File: src/rtl/wb_cmd_master.sv
// Queued Wishbone B4 master: commands enter a FIFO, the FSM turns each one
// into a classic or incrementing-burst beat, and exactly one response per
// command comes back through a response FIFO.
module wb_cmd_master #(
  parameter int ADR_WIDTH = 30,
  parameter int DAT_WIDTH = 32,
  parameter int SEL_WIDTH = DAT_WIDTH / 8,
  parameter int DEPTH     = 8,
  parameter int TIMEOUT   = 255
) (
  input  logic                 clk48,
  input  logic                 rst_n,
  input  logic                 cmd_valid,
  output logic                 cmd_ready,
  input  logic                 cmd_we,
  input  logic [ADR_WIDTH-1:0] cmd_adr,
  input  logic [DAT_WIDTH-1:0] cmd_dat,
  input  logic [SEL_WIDTH-1:0] cmd_sel,
  input  logic                 cmd_last,
  output logic                 rsp_valid,
  input  logic                 rsp_ready,
  output logic [DAT_WIDTH-1:0] rsp_dat,
  output logic                 rsp_err,
  output logic                 rsp_timeout,
  output logic [ADR_WIDTH-1:0] wishbone_adr,
  output logic [DAT_WIDTH-1:0] wishbone_dat_w,
  output logic [SEL_WIDTH-1:0] wishbone_sel,
  output logic                 wishbone_we,
  output logic                 wishbone_cyc,
  output logic                 wishbone_stb,
  output logic [2:0]           wishbone_cti,
  output logic [1:0]           wishbone_bte,
  input  logic [DAT_WIDTH-1:0] wishbone_dat_r,
  input  logic                 wishbone_ack,
  input  logic                 wishbone_err
);

  localparam int AW = $clog2(DEPTH);
  localparam int PW = AW + 1;
  localparam int TW = $clog2(TIMEOUT + 1);

  typedef struct packed {
    logic                 we;
    logic [ADR_WIDTH-1:0] adr;
    logic [DAT_WIDTH-1:0] dat;
    logic [SEL_WIDTH-1:0] sel;
    logic                 last;
  } cmd_t;

  typedef struct packed {
    logic [DAT_WIDTH-1:0] dat;
    logic                 err;
    logic                 timeout;
  } rsp_t;

  typedef enum logic [1:0] {S_IDLE, S_BEAT, S_GAP, S_FLUSH} state_t;

  cmd_t          cmd_mem [DEPTH];
  rsp_t          rsp_mem [DEPTH];
  cmd_t          cmd_in, head;
  rsp_t          rsp_in, rsp_head;
  logic [PW-1:0] cmd_wr_ptr, cmd_rd_ptr, cmd_wr_vis, cmd_count_vis;
  logic [PW-1:0] rsp_wr_ptr, rsp_rd_ptr, rsp_count;
  logic          cmd_full, cmd_push, cmd_pop, cmd_avail, cmd_next_avail;
  logic          rsp_full, rsp_push, rsp_pop, rsp_space_after;
  logic          ready_q, in_burst, burst_d, to_hit;
  logic [TW-1:0] to_cnt, to_cnt_d;
  state_t        state, state_d;

  // ---------------- command FIFO ----------------
  assign cmd_in   = cmd_t'{cmd_we, cmd_adr, cmd_dat, cmd_sel, cmd_last};
  assign cmd_full = (cmd_wr_ptr[AW] != cmd_rd_ptr[AW]) &&
                    (cmd_wr_ptr[AW-1:0] == cmd_rd_ptr[AW-1:0]);
  assign cmd_ready = ready_q & ~cmd_full;
  assign cmd_push  = cmd_valid & cmd_ready;
  assign head      = cmd_mem[cmd_rd_ptr[AW-1:0]];
  // The FSM sees writes one cycle late through cmd_wr_vis.
  assign cmd_count_vis  = cmd_wr_vis - cmd_rd_ptr;
  assign cmd_avail      = (cmd_count_vis != '0);
  assign cmd_next_avail = (cmd_count_vis > PW'(1));

  // Hold off cmd_ready until the first clock after reset release.
  // NOTE: clocked blocks use non-blocking assignments so every flop samples pre-edge values.
  always_ff @(posedge clk48 or negedge rst_n) begin
    if (!rst_n) ready_q <= 1'b0;
    else        ready_q <= 1'b1;
  end

  // Command storage write port.
  // NOTE: storage arrays have no reset; empty/full pointers make stale entries invisible.
  always_ff @(posedge clk48) begin
    if (cmd_push) cmd_mem[cmd_wr_ptr[AW-1:0]] <= cmd_in;
  end

  // Command FIFO pointers plus the delayed write pointer seen by the FSM.
  always_ff @(posedge clk48 or negedge rst_n) begin
    if (!rst_n) begin
      cmd_wr_ptr <= '0;
      cmd_rd_ptr <= '0;
      cmd_wr_vis <= '0;
    end else begin
      if (cmd_push) cmd_wr_ptr <= cmd_wr_ptr + PW'(1);
      if (cmd_pop)  cmd_rd_ptr <= cmd_rd_ptr + PW'(1);
      cmd_wr_vis <= cmd_wr_ptr;
    end
  end

  // ---------------- response FIFO ----------------
  assign rsp_count = rsp_wr_ptr - rsp_rd_ptr;
  assign rsp_full  = (rsp_wr_ptr[AW] != rsp_rd_ptr[AW]) &&
                     (rsp_wr_ptr[AW-1:0] == rsp_rd_ptr[AW-1:0]);
  assign rsp_valid = (rsp_count != '0);
  assign rsp_pop   = rsp_valid & rsp_ready;
  // A slot remains after this cycle's push (counting a same-cycle pop).
  assign rsp_space_after = (rsp_count - PW'(rsp_pop)) < PW'(DEPTH - 1);
  assign rsp_head    = rsp_mem[rsp_rd_ptr[AW-1:0]];
  assign rsp_dat     = rsp_valid ? rsp_head.dat : '0;
  assign rsp_err     = rsp_valid & rsp_head.err;
  assign rsp_timeout = rsp_valid & rsp_head.timeout;

  // Response storage write port.
  always_ff @(posedge clk48) begin
    if (rsp_push) rsp_mem[rsp_wr_ptr[AW-1:0]] <= rsp_in;
  end

  // Response FIFO pointers.
  always_ff @(posedge clk48 or negedge rst_n) begin
    if (!rst_n) begin
      rsp_wr_ptr <= '0;
      rsp_rd_ptr <= '0;
    end else begin
      if (rsp_push) rsp_wr_ptr <= rsp_wr_ptr + PW'(1);
      if (rsp_pop)  rsp_rd_ptr <= rsp_rd_ptr + PW'(1);
    end
  end

  // ---------------- bus FSM ----------------
  assign to_hit = (to_cnt == TW'(TIMEOUT - 1)) & ~wishbone_ack & ~wishbone_err;

  // State, burst flag and per-beat timeout counter registers.
  always_ff @(posedge clk48 or negedge rst_n) begin
    if (!rst_n) begin
      state    <= S_IDLE;
      in_burst <= 1'b0;
      to_cnt   <= '0;
    end else begin
      state    <= state_d;
      in_burst <= burst_d;
      to_cnt   <= to_cnt_d;
    end
  end

  // Next state, FIFO pops/pushes and response contents.
  // NOTE: every output gets a default first so no path infers a latch.
  always_comb begin
    state_d  = state;
    burst_d  = in_burst;
    to_cnt_d = '0;
    cmd_pop  = 1'b0;
    rsp_push = 1'b0;
    rsp_in   = '0;
    case (state)
      S_IDLE, S_GAP: begin
        if (cmd_avail && !rsp_full) state_d = S_BEAT;
      end
      S_BEAT: begin
        if (wishbone_ack || wishbone_err || to_hit) begin
          cmd_pop        = 1'b1;
          rsp_push       = 1'b1;
          rsp_in.err     = wishbone_err | to_hit;
          rsp_in.timeout = to_hit;
          rsp_in.dat     = (!wishbone_err && !to_hit && !head.we) ? wishbone_dat_r : '0;
          if (head.last) begin
            state_d = S_IDLE;
            burst_d = 1'b0;
          end else if (wishbone_err || to_hit) begin
            state_d = S_FLUSH;
            burst_d = 1'b0;
          end else begin
            burst_d = 1'b1;
            state_d = (cmd_next_avail && rsp_space_after) ? S_BEAT : S_GAP;
          end
        end else begin
          to_cnt_d = to_cnt + TW'(1);
        end
      end
      S_FLUSH: begin
        if (cmd_avail && !rsp_full) begin
          cmd_pop    = 1'b1;
          rsp_push   = 1'b1;
          rsp_in.err = 1'b1;
          if (head.last) state_d = S_IDLE;
        end
      end
      default: state_d = S_IDLE;
    endcase
  end

  // Bus outputs decode straight from state so reset drops cyc/stb at once.
  assign wishbone_cyc   = (state == S_BEAT) || (state == S_GAP);
  assign wishbone_stb   = (state == S_BEAT);
  assign wishbone_adr   = wishbone_stb ? head.adr : '0;
  assign wishbone_dat_w = wishbone_stb ? head.dat : '0;
  assign wishbone_sel   = wishbone_stb ? head.sel : '0;
  assign wishbone_we    = wishbone_stb & head.we;
  assign wishbone_cti   = !wishbone_stb ? 3'b000 :
                          !head.last    ? 3'b010 :
                          in_burst      ? 3'b111 : 3'b000;
  assign wishbone_bte   = 2'b00;

endmodule
File: config.mk
export PLATFORM = sky130hd
export DESIGN_NAME = wb_cmd_master
export DESIGN_NICKNAME = d
export VERILOG_FILES = /design/src/rtl/wb_cmd_master.sv
export SDC_FILE = /design/constraint.sdc
export NUM_CORES = 1
export LEC_CHECK = 0
export CAP_MARGIN = 30
export CORE_AREA = 3 3 337 339
export CTS_CLUSTER_SIZE = 8
export DETAILED_ROUTE_END_ITERATION = 10
export DIE_AREA = 0 0 340 342
export SLEW_MARGIN = 20
export SYNTH_ARGS = -nofsm -noshare
export SYNTH_HDL_FRONTEND = slang
export SYNTH_SLANG_ARGS = --single-unit
File: constraint.sdc
create_clock -name clk48 -period 6.08 [get_ports clk48]
set_input_delay 0.608 -clock clk48 [delete_from_list [all_inputs] [get_ports clk48]]
set_output_delay 0.608 -clock clk48 [all_outputs]
set_load 0.05 [all_outputs]
**Yosys cells after proc, flatten, opt, wreduce, memory -nomap -nowiden**

Memories as Yosys holds them, arrays and structs flattened.
Index checks and enable logic that the tools add are counted.

- Add/sub/neg operators: 8
- $mul: 0
- Div/mod/pow operators: 0
- $lt $le $gt $ge: 2
- Eq/ne operators: 12
- Shift operators: 0
- Muxes and demuxes: 31
- Bitwise operators: 12
- Reductions and logical operators: 20

Operators with widths:

| kind | number |
|---|---|
| $mux 32 | 4 |
| $mux 34 | 1 |
| $mux 30 | 1 |
| $add 4x1->4 const B | 4 |
| $mux 8 | 2 |
| $mux 2 | 7 |
| $mux 1 | 9 |
| $mux 3 | 3 |
| $add 8x1->8 const B | 1 |
| $and 1x1->1 | 8 |
| $eq 8x8->1 const B | 1 |
| $reduce_bool 4->1 | 2 |
| $sub 4x4->4 | 2 |
| $eq 3x3->1 | 2 |
| $logic_and 1x1->1 | 6 |
| $ne 2x2->1 const B | 3 |
| $pmux 2 s3 | 1 |
| $eq 2x2->1 const B | 2 |
| $gt 4x1->1 const B | 1 |
| $logic_not 1->1 | 4 |
| $logic_or 1x1->1 | 4 |
| $lt 4x3->1 const B | 1 |
| $mux 4 | 1 |
| $pmux 1 s2 | 2 |
| 10 further kinds | 13 |

- Register bits: 32
- Latch bits: 0
- Memory bits (writable): 816
- ROM bits: 0
- Word-level logic and storage cells: 96
- Memories: 2

Memories:

| name | words | bits a word | read ports | clocked after memory_dff | write ports | line | source |
|---|---|---|---|---|---|---|---|
| cmd_mem | 8 | 68 | 1 | 0 | 1 | 58 | `cmd_t cmd_mem [DEPTH];` |
| rsp_mem | 8 | 34 | 1 | 0 | 1 | 59 | `rsp_t rsp_mem [DEPTH];` |

**Logic depth before layout (Yosys ltp)**

- Depth after elaboration: 11
- Gate-level depth with buffers: 16
- Mapped depth without buffers: 14

**Worst setup path before layout**

OpenSTA, ideal clock, no wires.

- Kind: reg-to-reg
- Start: register cmd_wr_ptr[2]
- End: memory cmd_mem[0][0] (netlist name), enable pin
- Library setup time: 578 ps
- Data arrival time: 6325 ps
- Path slack: -823 ps
- Stages on the path, launching flop included: 8
- Cell sequence: dfrtp_1 clkbuf_1 xor2_1 o41a_1 and2_1 clkbuf_1 nand2b_1 nor3_1

- Cells in the longest elaborated chain, start to end: 7

RTL lines:

| element | line | source |
|---|---|---|
| start: declaration | 62 | `logic [PW-1:0] cmd_wr_ptr, cmd_rd_ptr, cmd_wr_vis, cmd_count_vis;` |
| start signal: assignment | 102 | `if (cmd_push) cmd_wr_ptr <= cmd_wr_ptr + PW'(1);` |
| $eq 3x3->1 | 73 | `(cmd_wr_ptr[AW-1:0] == cmd_rd_ptr[AW-1:0]);` |
| $logic_and 1x1->1 | 72 | `assign cmd_full = (cmd_wr_ptr[AW] != cmd_rd_ptr[AW]) &&` |
| $not 1->1 | 74 | `assign cmd_ready = ready_q & ~cmd_full;` |
| $and 1x1->1 | 74 |  |
| named net cmd_ready | 14 | `output logic cmd_ready,` |
| $and 1x1->1 | 75 | `assign cmd_push = cmd_valid & cmd_ready;` |
| $mux 1 | 92 | `if (cmd_push) cmd_mem[cmd_wr_ptr[AW-1:0]] <= cmd_in;` |
| $mux 1 (implied by the code) | 92 |  |
| end: declaration | 58 |  |

The timed path passes the listed nets, and every way through them passes these cells.

**Worst setup path after layout**

- Start: register rsp_rd_ptr[0]
- End: output rsp_dat[9]

- Cells in the longest elaborated chain, start to end: 3
- Elaborated cells on any way between the ends: 4

RTL lines:

| element | line | source |
|---|---|---|
| start: declaration | 63 | `logic [PW-1:0] rsp_wr_ptr, rsp_rd_ptr, rsp_count;` |
| start signal: assignment | 133 | `if (rsp_pop) rsp_rd_ptr <= rsp_rd_ptr + PW'(1);` |
| $sub 4x4->4 | 109 | `assign rsp_count = rsp_wr_ptr - rsp_rd_ptr;` |
| $reduce_bool 4->1 | 112 | `assign rsp_valid = (rsp_count != '0);` |
| $mux 32 * | 117 | `assign rsp_dat = rsp_valid ? rsp_head.dat : '0;` |
| end: declaration | 22 | `output logic [DAT_WIDTH-1:0] rsp_dat,` |

Mark *: on every way between the ends. The rest lies on a longest branch, timed or not.

==> impl_results.md <==
- Status: completed
- CTS Buffer Depth: 3
- GRT Total Usage: 13.38%
- Sw Ratio: 36.40%
- Buf/Inv on CP: 2
- Die X: 340 µm
- Multi-input gate area: 7485 µm²
- Leak pwr: 13.06 nW
- Final GP Congestion: 0.7147
- Initial antenna violation count: 16
- GRT overflow: 0
- FILL cells: 10080
- Fin. Hold Viols: 0
- CTS clk-pin slew, worst paths: 0.05 ns
- First-pass GRT wire length: 116.3 mm
- Routed Antenna Nets: 0
- CP top delay family: buffers and inverters
- Core area: 110700 µm²
- Drt first pass iters: 5
- Pwr/cell area: 532.8 nW/µm²
- Clock Power Share: 26.8%
- Share of the synthesized area in the top cell type: 73.96%
- Total area of sequential cells: 25320 µm²
- Largest cells by area after synthesis: edfxtp_1 (74%), mux4_2 (14%), dfrtp_1 (2.4%)
- Largest net degree at the start of global routing: 99
- Starting Density: 29.94%
- Vias: 16530
- Asr flop ratio synth: 3.774%
- Port Buffer Count: 213
- Post-Place Worst Slack: 1.417 ns
- Worst setup margin: 0.9936 ns
- Drt wl/cell: 22.50 µm
- EDFF count, synth: 816
- TritonCTS Buffers: 116
- DP Wirelength: 44.02 mm
- Hold_buf cts: 1
- Synthesized area: 33130 µm²
- RSZ-0062 raised after global routing: false
- HP Class: reg -> reg
- Crit-path slowest cell: dfrtp_4
- Seq pwr share: 35.1%
- CP Capture Type: primary output
- Clock skew: 0.06105 ns
- Fmax: 196.6 MHz
- Tightest Pin Transition: 0.9070 ns
- CTS Sinks: 848
- # nets final: 2053
- Count leader, synth: edfxtp_1
- Tcrit/Tclk final: 83.66%
- Gates resized, CTS repair: 0
- Slowest stage delay, CP: 0.73 ns
- Die area: 116300 µm²
- Crit Path Class: reg -> out
- Most used DFF post-synth: edfxtp_1
- Post-synth top cells: edfxtp_1 (816), nand2_1 (211), mux4_2 (204)
- Post-synthesis cell type count: 47
- DRC: 0
- CTS tree: yes
- Cell row count: 122
- I/O pin count: 216
- Util after Layout: 36.70%
- H-Tree Depth: 3
- DRT iter0 DRCs: 1287
- Post-Syn Area per Cell: 20.10 µm²
- Sequential area share after synthesis: 76.38%
- Fin. max-slew vios: 0
- P_sw: 7.876 mW
- Number of global-route vias before repair: 17820
- Tot Pwr: 21.64 mW
- Share of cells above drive strength 1: 20.02%
- Fin crit period: 5.086 ns
- Cells after synthesis: 1648
- Final setup vio count: 0
- Int Pwr: 13.76 mW
- Yosys synthesis warning count: 0
- Post-CTS Setup Inserts: 0
- Critical path peak fanout: 34
- Max capacitance violation total: 0
- Req. time, crit path: 5.47 ns
- Gate power share: 38.1%
- CP arrival: 4.48 ns
- DIE HEIGHT: 342 µm
- Detailed-route vias per instance: 4.752
- FF+latch count, synth: 848
- Growth of design area from synthesis to finish: 22.58%
- Leading area contributor after synthesis: edfxtp_1
- Clk root buf: clkbuf_16
- VDD IR max: 0.0004328 V
- Slew headroom: 39.40%
- Worst-path cell chain: ha_1, fa_1, xor2_1, nand3_1, a21oi_4, buf_4, a21oi_1, clkdlybuf4s50_1
- CP startpoint kind: flip-flop
- Total Routed Length: 78.24 mm
- Worst-skew pair later-pin latency: 0.70 ns
## layout make-up
class / instances / area share [%]
multi-input cells: 693 / 18.43
clock buffers: 165 / 7.653
repair buffers: 252 / 6.402
inverters: 16 / 0.1479
well taps: 1488 / 4.584
clock inverters: 9 / 0.3974
flip-flops and latches: 848 / 62.34
diodes: 7 / 0.04313
## cell families (layout without fill, tap and decap cells)
group / count (synthesis) / in the layout / synth area share [%]
compound gates: 122 / 122 / 2.432
flops: 848 / 848 / 76.38
fa+ha+maj: 20 / 20 / 0.8007
simple gates: 309 / 309 / 4.075
xor+xnor: 28 / 28 / 0.7818
buf+inv: 108 / 442 / 1.412
other cells: 2 / 10 / 0.02267
mux: 211 / 211 / 14.09
## layer usage
metal,wire length (µm),vias to the layer above,share of wire [%],GRT usage (%)
li1,-,7131,-,-
met1,32260,8737,41,17.34
met2,38150,518,49,21.96
met3,6203,126,7.9,4.086
met4,1525,14,1.9,3.400
met5,99,-,0.13,0
## stage by stage
step,setup TNS [ns],std cells,cell area [µm²],hold slack (ns)
after CTS,0,3469,40540,0.4477
after global routing,0,3471,40590,0.4689
after detailed placement,0,3294,37260,0.4360
final,0,3478,40610,0.4499
after floorplan,-111.82,1649,33130,0.3124
after global placement,0,3291,37200,0.4320
## cells in the final DEF, fill, tap and decap left out, drive strengths merged, types with 3 or more instances in the layout
cell type	n
buf	39
clkdlybuf4s50	212
nor2	19
ha	18
nand3	10
nor3	7
xnor2	10
xor2	17
dfrtp	32
conb	3
nor4	4
mux2	4
o21ai	4
inv	17
diode	7
nor2b	4
mux4	204
a21oi	41
clkinv	8
nand2b	6
nand4	3
clkbuf	165
and2	35
a21boi	67
nand2	211
mux2i	3
edfxtp	816
## worst paths after layout
kind                                     from            end  slack (ns)  cells after the start
worst max-delay path            rsp_rd_ptr[0]     rsp_dat[9]        0.99                      8
worst min-delay path            cmd_wr_ptr[3]  cmd_wr_vis[3]        0.45                      0
max in group asynchronous               rst_n  cmd_rd_ptr[1]        4.81                      2
worst min register to register  cmd_wr_ptr[3]  cmd_wr_vis[3]        0.45                      0
worst max register to register  rsp_rd_ptr[0]       state[0]        1.42                     13
min in group asynchronous               rst_n  cmd_wr_ptr[1]        0.64                      2
## flip-flops by register name (all words and copies together), names as in the netlist
register,cells
cmd_mem,544
rsp_mem,272
to_cnt,8
cmd_rd_ptr,4
cmd_wr_ptr,4
cmd_wr_vis,4
rsp_rd_ptr,4
rsp_wr_ptr,4
state,2
in_burst,1
ready_q,1
## power groups by stage
stage                     logic [mW]  clock network [mW]  registers (mW)
after floorplan                 5.75                   0            7.49
after global placement          8.29                   0            7.68
after detailed placement        8.31                   0            7.73
after CTS                       8.36                5.95            7.62
after global routing            8.77                6.21            7.68
final                           8.24                5.81            7.60
No activity file was read; power rests on OpenSTA's default activity.
